`config.mk`:
```
export PLATFORM = sky130hd
export DESIGN_NAME = plic_claim_sequencer
export DESIGN_NICKNAME = d
export VERILOG_FILES = /design/src/rtl/plic_claim_sequencer.sv
export SDC_FILE = /design/constraint.sdc
export NUM_CORES = 1
export LEC_CHECK = 0
export CAP_MARGIN = 40
export CORE_ASPECT_RATIO = 1.4
export CORE_MARGIN = 5
export CORE_UTILIZATION = 40
export CTS_CLUSTER_SIZE = 10
export DETAILED_ROUTE_END_ITERATION = 8
export PLACE_DENSITY = 0.87
export SLEW_MARGIN = 15
export SYNTH_ARGS = -nofsm -noshare
export SYNTH_HDL_FRONTEND = slang
export SYNTH_SLANG_ARGS = --single-unit
```
`constraint.sdc`:
```
create_clock -name PCLK -period 4.5 [get_ports PCLK]
set_input_delay 1.125 -clock PCLK [delete_from_list [all_inputs] [get_ports PCLK]]
set_output_delay 1.125 -clock PCLK [all_outputs]
set_load 0.005 [all_outputs]
```
`src/rtl/plic_claim_sequencer.sv`:
```
// APB4 master that services one PLIC target: claims the pending ID, hands it
// to a local handler, waits for the handler to finish, then writes the same ID
// back to the claim/complete register.
module plic_claim_sequencer #(
    parameter int                    PADDR_SIZE    = 32,
    parameter int                    PDATA_SIZE    = 32,
    parameter logic [PADDR_SIZE-1:0] BASE          = 32'h1000_0000,
    parameter int                    TARGET        = 0,
    parameter int                    SOURCES_BITS  = 4,
    parameter logic [PADDR_SIZE-1:0] CLAIM_OFFSET  = 32'h0020_0004,
    parameter logic [PADDR_SIZE-1:0] TARGET_STRIDE = 32'h0000_1000,
    parameter int                    TIMEOUT       = 16
) (
    input  logic                      PCLK,
    input  logic                      PRESETn,
    input  logic                      en,
    input  logic                      irq,
    output logic                      PSEL,
    output logic                      PENABLE,
    output logic [PADDR_SIZE-1:0]     PADDR,
    output logic                      PWRITE,
    output logic [PDATA_SIZE/8-1:0]   PSTRB,
    output logic [PDATA_SIZE-1:0]     PWDATA,
    input  logic [PDATA_SIZE-1:0]     PRDATA,
    input  logic                      PREADY,
    input  logic                      PSLVERR,
    output logic                      int_valid,
    output logic [SOURCES_BITS-1:0]   int_id,
    input  logic                      int_done,
    output logic [7:0]                spurious,
    output logic                      err
);

    // The claim and complete both target the same fixed register.
    localparam logic [PADDR_SIZE-1:0] CLAIM_ADDR =
        BASE + CLAIM_OFFSET + (PADDR_SIZE'(TARGET) * TARGET_STRIDE);

    // Wait counter must be able to hold TIMEOUT itself (TIMEOUT >= 2 assumed).
    localparam int WAIT_W = $clog2(TIMEOUT + 1);
    localparam logic [WAIT_W-1:0] WAIT_LAST = WAIT_W'(TIMEOUT - 1);

    typedef enum logic [2:0] {
        ST_IDLE     = 3'd0,
        ST_C_SETUP  = 3'd1,
        ST_C_ACCESS = 3'd2,
        ST_DISPATCH = 3'd3,
        ST_W_SETUP  = 3'd4,
        ST_W_ACCESS = 3'd5
    } state_t;

    state_t                    r_state;
    logic                      r_pending;
    logic [WAIT_W-1:0]         r_wait;
    logic                      r_psel;
    logic                      r_penable;
    logic                      r_pwrite;
    logic [PDATA_SIZE/8-1:0]   r_pstrb;
    logic [PDATA_SIZE-1:0]     r_pwdata;
    logic                      r_int_valid;
    logic [SOURCES_BITS-1:0]   r_int_id;
    logic [7:0]                r_spurious;
    logic                      r_err;

    logic [SOURCES_BITS-1:0]   w_claim_id;
    logic [PDATA_SIZE-1:0]     w_wdata;
    logic                      w_wait_expired;
    logic                      w_unused_rdata;

    // Only the low ID bits of the claim response carry meaning.
    assign w_claim_id     = PRDATA[SOURCES_BITS-1:0];
    assign w_unused_rdata = ^PRDATA[PDATA_SIZE-1:SOURCES_BITS];

    // This PREADY=0 cycle would bring the wait count up to TIMEOUT.
    assign w_wait_expired = (r_wait == WAIT_LAST);

    // Zero-extend the held ID onto the write data bus.
    for (genvar gi = 0; gi < PDATA_SIZE; gi++) begin : g_wdata
        if (gi < SOURCES_BITS) begin : g_id_bit
            assign w_wdata[gi] = r_int_id[gi];
        end else begin : g_zero_bit
            assign w_wdata[gi] = 1'b0;
        end
    end

    assign PADDR     = CLAIM_ADDR;
    assign PSEL      = r_psel;
    assign PENABLE   = r_penable;
    assign PWRITE    = r_pwrite;
    assign PSTRB     = r_pstrb;
    assign PWDATA    = r_pwdata;
    assign int_valid = r_int_valid;
    assign int_id    = r_int_id;
    assign spurious  = r_spurious;
    assign err       = r_err;

    // Claim/dispatch/complete sequencer; every bus and handler output is a register.
    // IDLE first latches en&irq into r_pending and launches the setup phase on
    // the following edge, so every transfer is separated by at least one idle
    // cycle and the PLIC has time to drop irq after a complete.
    always_ff @(posedge PCLK) begin
        if (!PRESETn) begin
            r_state     <= ST_IDLE;
            r_pending   <= 1'b0;
            r_wait      <= '0;
            r_psel      <= 1'b0;
            r_penable   <= 1'b0;
            r_pwrite    <= 1'b0;
            r_pstrb     <= '0;
            r_pwdata    <= '0;
            r_int_valid <= 1'b0;
            r_int_id    <= '0;
            r_spurious  <= '0;
            r_err       <= 1'b0;
        end else begin
            case (r_state)
                ST_IDLE: begin
                    if (r_pending) begin
                        r_pending <= 1'b0;
                        r_psel    <= 1'b1;
                        r_penable <= 1'b0;
                        r_pwrite  <= 1'b0;
                        r_pstrb   <= '0;
                        r_pwdata  <= '0;
                        r_state   <= ST_C_SETUP;
                    end else begin
                        r_pending <= en & irq;
                    end
                end

                ST_C_SETUP: begin
                    r_penable <= 1'b1;
                    r_wait    <= '0;
                    r_state   <= ST_C_ACCESS;
                end

                ST_C_ACCESS: begin
                    if (PREADY) begin
                        r_psel    <= 1'b0;
                        r_penable <= 1'b0;
                        if (PSLVERR) begin
                            r_err   <= 1'b1;
                            r_state <= ST_IDLE;
                        end else if (w_claim_id == '0) begin
                            if (r_spurious != 8'hFF) begin
                                r_spurious <= r_spurious + 8'd1;
                            end
                            r_state <= ST_IDLE;
                        end else begin
                            r_int_id    <= w_claim_id;
                            r_int_valid <= 1'b1;
                            r_state     <= ST_DISPATCH;
                        end
                    end else begin
                        r_wait <= r_wait + 1'b1;
                        if (w_wait_expired) begin
                            // A claim that never answers is abandoned, never dispatched.
                            r_err     <= 1'b1;
                            r_psel    <= 1'b0;
                            r_penable <= 1'b0;
                            r_state   <= ST_IDLE;
                        end
                    end
                end

                ST_DISPATCH: begin
                    // Handler owns the ID until done; no timeout and no irq/en sampling here.
                    if (int_done) begin
                        r_int_valid <= 1'b0;
                        r_psel      <= 1'b1;
                        r_penable   <= 1'b0;
                        r_pwrite    <= 1'b1;
                        r_pstrb     <= '1;
                        r_pwdata    <= w_wdata;
                        r_state     <= ST_W_SETUP;
                    end
                end

                ST_W_SETUP: begin
                    r_penable <= 1'b1;
                    r_wait    <= '0;
                    r_state   <= ST_W_ACCESS;
                end

                ST_W_ACCESS: begin
                    if (PREADY || w_wait_expired) begin
                        // Error or timeout on the complete is recorded but never retried.
                        if (PREADY ? PSLVERR : 1'b1) begin
                            r_err <= 1'b1;
                        end
                        if (!PREADY) begin
                            r_wait <= r_wait + 1'b1;
                        end
                        r_psel    <= 1'b0;
                        r_penable <= 1'b0;
                        r_pwrite  <= 1'b0;
                        r_pstrb   <= '0;
                        r_pwdata  <= '0;
                        r_state   <= ST_IDLE;
                    end else begin
                        r_wait <= r_wait + 1'b1;
                    end
                end

                default: begin
                    r_psel      <= 1'b0;
                    r_penable   <= 1'b0;
                    r_pwrite    <= 1'b0;
                    r_pstrb     <= '0;
                    r_pwdata    <= '0;
                    r_int_valid <= 1'b0;
                    r_state     <= ST_IDLE;
                end
            endcase
        end
    end

endmodule

```
# Word level (Yosys, flattened, before mapping)
# Index checks and enable logic that the tools add are counted.
# word_totals
reg_bits,62
inputBits,39
output_inout_bits,85
elab_cells,92
# op_classes
n_addsub,2
eq_ne,16
n_mux,41
n_bitwise,6
reduce_logical,15
# ops
cell,count
case mux 32 bit (4 select lines),1
two-way mux 32 bit,3
AND reduction 5 bit,4
case mux 3 bit (6 select lines),1
two-way mux 1 bit,17
case mux 4 bit (4 select lines),1
two-way mux 3 bit,5
case mux 5 bit (3 select lines),1
inequality test 2 bit (second input constant),7
two-way mux 4 bit,3
AND reduction 4 bit,3
two-way mux 5 bit,2
case mux 1 bit (5 select lines),2
adder 8 x 1 -> 8 bit (second input constant),1
inequality test 8 bit (second input constant),1
equality test 3 x 2 -> 1 bit (second input constant),2
equality test 3 bit (second input constant),2
inequality test 3 bit (second input constant),2
adder 5 x 1 -> 5 bit (second input constant),1
equality test 5 x 4 -> 1 bit (second input constant),1
NOT 1 bit,5
logical NOT 4 bit,1
two-way mux 2 bit,2
case mux 1 bit (4 select lines),1
11 further kinds,11

# Longest topological paths before layout
# logic_depth
ltp_word,5
mapped_depth,7
ltp_nobuf,7

# Worst setup path after synthesis
# Ideal clock, no wire load.
# synth_path
path_kind,input to register
start,input PRDATA[0]
end,"register r_spurious[6], in the netlist spurious[6]"
setup_time_ns,0.116
arrival_ns,2.452
required_time_ns,4.384
setup_slack_ns,1.932
path_stages,4
cell_sequence,or4_4 nand3b_4 or4b_1 o211a_1
# synth_via
elab_chain_cells,2
# synth_rtl
element,line,rtl
start: declaration,24,"input logic [PDATA_SIZE-1:0] PRDATA,"
logical NOT 4 bit,143,end else if (w_claim_id == '0) begin
AND reduction 5 bit (no source line),--,
end signal: assignment,145,r_spurious <= r_spurious + 8'd1;
end: declaration,61,logic [7:0] r_spurious;
# Every way passes these cells.
# A chain may end at the register's enable or synchronous reset.

# Final worst setup path
# Same ends and word-level chain as after synthesis.

==> results.txt <==
Power Dens Cells = 373 nW/µm²
Boundary pin count = 124
Sw Share = 32.7%
Core ar. = 4800 µm²
Final non-filler cell total = 329
H-tree depth = 2
Top post-synthesis cells by area = dfxtp_1 (30%), buf_4 (24%), a21oi_1 (3.3%), nor2_1 (3.0%), o31ai_1 (2.7%)
HP Class = flop to flop
Peak supply drop = 0.000205 V
Cell variety after synth = 44
Routing usage on met2 = 20.9%
CTS clk-pin slew, worst paths = 0.07 ns
Hold Path Origin = err
RSZ-0062 raised after global routing = false
Critical Path Source Type = primary input
Final RePlAce weighted congestion = 0.826
Iteration-0 DRC Markers = 29
Crit-path slowest cell = or4_4
Post-synth EDFFs = 0
Power share of the combinational group = 26.0%
Die area = 6460 µm²
Hold Crit Depth = 2
CP delay by family, top = simple AND/OR/NAND/NOR gates
Util after Layout = 46.0%
Mean post-synth cell area = 8.29 µm²
Worst setup margin = 1.61 ns
Worst Setup SP = PRDATA[0]
Sink Count = 30
Slowest stage delay, CP = 0.57 ns
Asr flop ratio synth = 0%
P_sw = 0.000270 W
Met1 usage = 11.5%
Post-CTS setup buffers = 0
WP buf/inv = 1
Vias = 1575
Post-detail-place hpwl = 3040 µm
Total gr overflow = 0
Critical path cell sequence = clkdlybuf4s50_1 -> or4_4 -> nand3b_4 -> or4b_1 -> o211a_1
Seq pwr share = 42.0%
Post-DR vias/cell = 4.79
Final Max Slew Viols = 0
Setup TNS = 0 ns
Clock Tree Root = clkbuf_8
Met3 usage = 4.30%
Crit path kind = primary input to flop
Skew-Pair Late Insertion Delay = 0.28 ns
Yosys warnings = 0
Top cell type's share of synthesized area = 30.4%
Largest net degree at the start of global routing = 21
Chip Width = 69.4 µm
Layout cells sized above 1 = 5.66%
Die height = 93.1 µm
Layout fillers = 484
Req. time, crit path = 4.68 ns
Internal Power = 0.000555 W
Dominant cell by count in the synthesized netlist = buf_4
Seq cells post-synth = 30
Tmin final = 2.89 ns
Predominant post-synthesis flop cell = dfxtp_1
Starting Density = 41.1%
Max FO, Critical Path = 15
Remaining antenna violation count = 0
Post-cts sizing count = 0
Row cnt = 30
First-pass GRT wire length = 6210 µm
Placed instance count = 321
Final Total Pwr = 0.000825 W
GR peak layer = met2
Max-Cap Viols = 0
R2R Path Start = r_wait[0]
Total CTS buffers = 5
TritonCTS clock tree = built
Leakage = 0.919 nW
Place WS = 1.31 ns
Status = finished, final reports clean
Synth Cell Area = 1970 µm²
Avg WL per Cell = 12.2 µm
Layout net count = 306
Hold_buf cts = 0
Share of total power in the clock network = 32.0%
Top post-synthesis cells by count = buf_4 (64), dfxtp_1 (30), nor2_1 (16), a21oi_1 (13), nand2_1 (12)
Critical path endpoint category = flop
Leading area contributor after synthesis = dfxtp_1
Routed wire length = 4010 µm
PortBufs = 35
Worst EP arrival = 3.07 ns
Syn Inst Count = 238
Register area share after synthesis = 30.4%
WP depth = 5
Clk_skew = 0.00598 ns
R2r worst-path depth = 7
Fmax = 346 MHz
Longest Clk Path Bufs = 2
Final hold viol count = 0
Number of global-route vias before repair = 1473
Drt drc = 0
Final period util = 64.2%
Setup violations, final = 0
Initial antenna violation count = 0
Worst-margin pin slew = 0.717 ns
Area delta synth->final = 12.1%
Total track usage = 11.5%
DRT Pass-1 Iters = 4
Rel. slew slack = 51.9%
Antenna cells = 0
==> registers in the layout (all words and copies together), names as in the netlist <==
register   cells
PENABLE        1
PSEL           1
PSTRB          1
PWDATA         4
err            1
int_id         4
int_valid      1
r_pending      1
r_state        3
r_wait         5
spurious       8
==> logic make-up after synthesis <==
logic type / synth area share (%)
buffers and inverters: 27.2
AO/OA/AOI/OAI: 18.6
multiplexers: 2.60
adder cells (fa/ha/maj): 1.90
AND/OR/NAND/NOR: 18.5
flip-flops: 30.4
other: 0.381
XOR/XNOR: 0.444
==> metal layers <==
layer | up-vias | wire length (µm)
met5 | - | 0
met4 | 0 | 62
li1 | 766 | -
met3 | 6 | 426
met1 | 733 | 1510
met2 | 70 | 2020
==> tightest hold or removal path: cells and delay by family (launching register included) <==
| kind | cells | cell delay, ns |
|---|---|---|
| DFF | 1 | 0.32 |
| and+or+nand+nor | 2 | 0.11 |
==> cells in the final DEF, fill, tap and decap left out, types with 6 or more instances in the layout <==
| master | synthesis | routed |
|---|---|---|
| conb_1 | 2 | 60 |
| clkdlybuf4s50_1 | 0 | 35 |
| dfxtp_1 | 30 | 30 |
| nor2_1 | 16 | 16 |
| a21oi_1 | 13 | 13 |
| nand2_1 | 12 | 12 |
| o21ai_0 | 9 | 9 |
| nand3_1 | 7 | 7 |
| o31ai_1 | 7 | 7 |
| a22o_1 | 6 | 6 |
==> stage by stage <==
step,area (µm²),hold WS (ns)
6_report,2210,0.472
4_1_cts,2210,0.478
5_1_grt,2210,0.502
3_5_place_dp,2100,0.464
2_1_floorplan,2190,0.453
3_3_place_gp,2100,0.457
==> final timing paths <==
kind | end | slack (ns)
max | spurious[6] | 1.61
min | err | 0.47
max reg2reg | PWDATA[0] | 2.38
min reg2reg | err | 0.47
==> power groups by stage <==
stage          logic [W]  registers [W]  clock network, W
3_3_place_gp    0.000206       0.000347                 0
6_report        0.000215       0.000346          0.000264
5_1_grt         0.000240       0.000350          0.000279
4_1_cts         0.000213       0.000344          0.000270
3_5_place_dp    0.000211       0.000350                 0
2_1_floorplan   0.000221       0.000310                 0
==> layout make-up <==
class	instances	area, µm²	area share (%)
Clock buffer	5	68.8	3.11
Clock inverter	3	40.0	1.81
Inverter	5	18.8	0.848
Multi-Input combinational cell	187	1050	47.6
Sequential cell	30	601	27.1
Tap cell	64	80.1	3.62
Timing Repair Buffer	35	350	15.8
Power figures use the tool's default switching activity.
==> RTL edit 1: new RTL, config.mk and constraints unchanged <==
Add an input register stage for `irq`; this delays it by one clock. The other inputs are not delayed to match. Comments in the files are not updated.
--- a/src/rtl/plic_claim_sequencer.sv
+++ b/src/rtl/plic_claim_sequencer.sv
@@ -50,2 +50,8 @@
 
+    logic irq_q;
+
+    always_ff @(posedge PCLK) begin
+        irq_q <= irq;
+    end
+
     state_t                    r_state;
@@ -125,3 +131,3 @@
                     end else begin
-                        r_pending <= en & irq;
+                        r_pending <= en & irq_q;
                     end
Behaviour: not the same (Yosys sat finds a counterexample within 4 cycles, from zero or initial values and one cycle with PRESETn low).
==> RTL edit 1 against the unedited design <==
- total power shrank 21%
- final area grew 0.57%
- sequential cell count grew 1
- fmax shrank 6.9%
- setup slack lost 0.21 ns
- wire length grew 4.3%
- final cell count grew 1.8%
- first-iteration DRC count grew 48%
- synthesized area grew 2.5%
- non-clock buffer count is the same
- largest cell class unchanged
- largest power group unchanged
==> RTL edit 1: results (changes against the unedited design) <==
[logic_synthesis]
avgSynthCellArea_um2 = 8.19  ; was 8.29 um^2
synth_xor_area_share_pct = 0.433  ; was 0.444%
synth_mux_area_share_pct = 4.52  ; was 2.60%
yosys-top-cells-count = buf_4 (65), dfxtp_1 (31), a21oi_1 (15)  ; was buf_4 (64), dfxtp_1 (30), nor2_1 (16)
synth_compound_area_share_pct = 15.2  ; was 18.6%
synth_area_leaders = dfxtp_1 (31%), buf_4 (24%), mux2i_1 (4.0%)  ; was dfxtp_1 (30%), buf_4 (24%), a21oi_1 (3.3%)
synthAdderAreaFrac_pct = 1.86  ; was 1.90%
yosysSeqAreaShare_pct = 30.7  ; was 30.4%

[setup_path]
cpMaxStageDelayCell = or4_4  ; unchanged
path_max_fanout = 7  ; was 15
crit_arrival_ns = 3.32  ; was 3.07 ns

[grt]
grt_pass1_vias = 1431  ; was 1,473
grt_pass1_wl_um = 6530  ; was 6210 um
grt_max_degree = 22  ; was 21
grt.total_usage_pct = 12.1  ; was 11.5%

[placed_design]
post_dp_cell_area_mm2 = 0.00214  ; was 0.00210 mm^2
post-place-ws_ns = 1.10  ; was 1.31 ns
dp.cells = 328  ; was 321
numPortBuffers = 35  ; unchanged
globalplace.congestion = 0.801  ; was 0.826

[routing]
drt_wl_total_um = 4190  ; was 4010 um
dr.pass1.iters = 4  ; unchanged
drt_iter0_drc = 43  ; was 29
avgRoutedWirePerCell_um = 12.5  ; was 12.2 um

[run_status]
status = finished clean  ; unchanged

[cells_and_area]
fillers = 492  ; was 484
fin_nets = 313  ; was 306
drive_gt1_share_pct = 4.80  ; was 5.66%

[pwr]
vdd_drop_max_mv = 0.133  ; was 0.205 mV

[clock_network]
hold_buffers = 0  ; unchanged

[timing]
worst_pin_slew_ns = 0.764  ; was 0.717 ns

-- RTL edit 1: changes by cell type after synthesis, sizes merged, moves of 3 or more --
cell | unedited run | this run
a22oi | 3 | 0
and2 | 4 | 1
and3 | 2 | 5
buf | 64 | 68
mux2i | 4 | 8
nor2 | 17 | 13
nor3 | 0 | 10
o31ai | 7 | 2
or3 | 1 | 4
or4 | 6 | 3
-- RTL edit 1: worst paths after layout --
check / slack, ns / to / start / cells past startpoint
max reg2reg: 2.12 / spurious[3]$_SDFFE_PN0P_ / r_state[1]$_SDFFE_PN0P_ / 4
min: 0.47 / err$_SDFFE_PN0P_ / err$_SDFFE_PN0P_ / 1
max: 1.40 / spurious[3]$_SDFFE_PN0P_ / PRDATA[0] / 5
min reg2reg: 0.47 / err$_SDFFE_PN0P_ / err$_SDFFE_PN0P_ / 1
-- RTL edit 1: power breakdown --
group,total (mW),internal (mW),leakage [nW],switching [mW]
Sequential,0.311,0.287,0.251,0.0238
Combinational,0.117,0.0535,0.593,0.0636
Clock,0.221,0.120,0.0470,0.101
-- RTL edit 1: layout make-up --
cell class                 count  area, um^2  share of cell area, %
multi-input combinational    194        1070                   48.1
sequential                    31         621                   27.9
timing repair buffer          35         350                   15.7
clock buffer                   6        82.6                   3.71
tap                           64        80.1                   3.60
inverter                       4        15.0                  0.675
clock inverter                 1        5.00                  0.225
-- RTL edit 1: metal layers --
metal / up-vias / share of wire [%] / GRT usage (%) / routed length (um)
met1: 741 / 37 / 13.0 / 1540
met2: 85 / 50 / 20.6 / 2090
met5: - / 0 / 0 / 0
met3: 16 / 9.8 / 3.53 / 412
met4: 0 / 3.4 / 7.83 / 142
li1: 782 / - / - / -
-- RTL edit 1: worst register-to-register path, stage by stage, from the launching register on --
cell     delay [ns]
dfxtp_1        0.66
or3b_1         0.51
or3_1          0.46
or4_1          0.54
a21oi_1        0.14
-- RTL edit 1: cells by family after synthesis --
| kind of cell | Yosys count |
|---|---|
| flops | 31 |
| xor+xnor | 1 |
| buf+inv | 80 |
| fa+ha+maj | 3 |
| mux | 9 |
| compound gates | 48 |
| other cells | 2 |
| simple gates | 73 |
==> RTL edit 2: new RTL, config.mk and constraints unchanged <==
Made on the original files. Set the parameter `PDATA_SIZE` to 16 (it was 32).
--- a/src/rtl/plic_claim_sequencer.sv
+++ b/src/rtl/plic_claim_sequencer.sv
@@ -5,3 +5,3 @@
     parameter int                    PADDR_SIZE    = 32,
-    parameter int                    PDATA_SIZE    = 32,
+    parameter int                    PDATA_SIZE    = 16,
     parameter logic [PADDR_SIZE-1:0] BASE          = 32'h1000_0000,
Ports: changed (resized PRDATA, PSTRB and PWDATA); port bits go from 124 to 90. The function was not compared with the original's and may differ.
==> RTL edit 2 against the unedited design <==
- non-clock buffer count decreased by 2
- setup slack got worse by 0.35 ns
- synthesized cell count decreased by 2.9%
- final area decreased by 1.9%
- core utilization increased by 1.1 points
- wire length increased by 2.8%
- register-to-register slack got worse by 0.31 ns
- sequential cell count unchanged
- critical path type unchanged
- hold slack improved by 0.0044 ns
- clock skew decreased by 0.0013 ns
- synthesized area decreased by 2.7%
Power is not compared: it rests on default switching activity, and its combinational part moved more than twofold at a synthesized area within 25%.
==> RTL edit 2: results (changes against the unedited design) <==
[placed_design]
place_hpwl_um = 3140  ; was 3040 um
post_dp_cell_area_mm2 = 0.00209  ; was 0.00210 mm^2
numPortBuffers = 33  ; was 35
globalplace.congestion = 0.781  ; was 0.826
dp.cells = 310  ; was 321
post-place-ws_ns = 1.02  ; was 1.31 ns

[hold_path]
worstHoldPathType = register to register  ; unchanged

[timing]
skew_ns = 0.00469  ; was 0.00598 ns
slew_headroom_pct = 53.2  ; was 51.9%

[logic_synthesis]
yosys-top-cells-count = buf_4 (46), dfxtp_1 (30), a21oi_1 (17)  ; was buf_4 (64), dfxtp_1 (30), nor2_1 (16)
avgSynthCellArea_um2 = 8.31  ; was 8.29 um^2
yosysUniqueCellTypes = 50  ; was 44
synth_xor_area_share_pct = 0.456  ; was 0.444%
synth_area_leaders = dfxtp_1 (31%), buf_4 (18%), a21oi_1 (4.4%)  ; was dfxtp_1 (30%), buf_4 (24%), a21oi_1 (3.3%)
synth_mux_area_share_pct = 3.71  ; was 2.60%
ys.flop_type = dfxtp_1  ; unchanged
yosysSeqAreaShare_pct = 31.3  ; was 30.4%
synth-edff-count = 0  ; unchanged
synthAdderAreaFrac_pct = 1.95  ; was 1.90%
synth_compound_area_share_pct = 19.5  ; was 18.6%

[clock_network]
h-tree-depth = 2  ; unchanged
clock_latency_ns = 0.28  ; about the same

[grt]
grt_max_degree = 26  ; was 21
grt_pass1_wl_um = 6520  ; was 6210 um
grt.total_usage_pct = 13.5  ; was 11.5%
grt_pass1_vias = 1407  ; was 1,473

[cells_and_area]
stdcell_count = 317  ; was 329
drive_gt1_share_pct = 5.10  ; was 5.66%
largest_register_ffs = 8  ; unchanged
fin_nets = 281  ; was 306

[routing]
vias = 1582  ; was 1,575
dr.pass1.iters = 4  ; unchanged
drt_iter0_drc = 148  ; was 29
avgRoutedWirePerCell_um = 13.0  ; was 12.2 um

[run_status]
status = finished clean  ; unchanged

[setup_path]
crit_arrival_ns = 3.45  ; was 3.07 ns
path_max_fanout = 16  ; was 15

[pwr]
vdd_drop_max_mv = 0.186

[RTL edit 2: cell families after synthesis]
group | Yosys count
adders and majority gates | 3
DFF | 30
muxes | 7
and+or+nand+nor | 68
buffers and inverters | 63
AOI/OAI and AO/OA | 57
other | 2
xor gates and xnor gates | 1
[RTL edit 2: area by class of cell]
cell class	instances	area, um^2
Fill cell	475	2440
Multi-Input combinational cell	180	1070
Sequential cell	30	601
Timing Repair Buffer	33	330
Tap cell	62	77.6
Clock buffer	7	76.3
Inverter	5	18.8
[RTL edit 2: final timing paths]
path	slack (ns)	endpoint	depth (start not counted)	startpoint
worst max-delay path	1.26	spurious[4]$_SDFFE_PN0P_	5	PREADY
worst min-delay path	0.48	err$_SDFFE_PN0P_	1	err$_SDFFE_PN0P_
worst max register to register	2.07	spurious[4]$_SDFFE_PN0P_	4	r_state[1]$_SDFFE_PN0P_
worst min register to register	0.48	err$_SDFFE_PN0P_	1	err$_SDFFE_PN0P_
[RTL edit 2: layer usage]
metal	up-vias	share of wire [%]	global-route usage [%]
met1	734	37	14.1
met3	6	8.0	3.55
met4	0	1.4	6.47
met2	59	53	23.8
met5	-	0	0
li1	783	-	-
[RTL edit 2: power groups by stage]
stage          sequential (mW)  combinational [mW]  clock [mW]
2_1_floorplan            0.287              0.0885           0
3_3_place_gp             0.297              0.0780           0
3_5_place_dp             0.298              0.0798           0
4_1_cts                  0.292              0.0801       0.207
5_1_grt                  0.295              0.0912       0.218
6_report                 0.292              0.0809       0.202
[RTL edit 2: critical path, stage by stage]
cell and delay, ns:
clkdlybuf4s50_1 0.72, nand2b_1 0.18, nand4bb_1 0.59, or4_1 0.68, a21oi_1 0.15
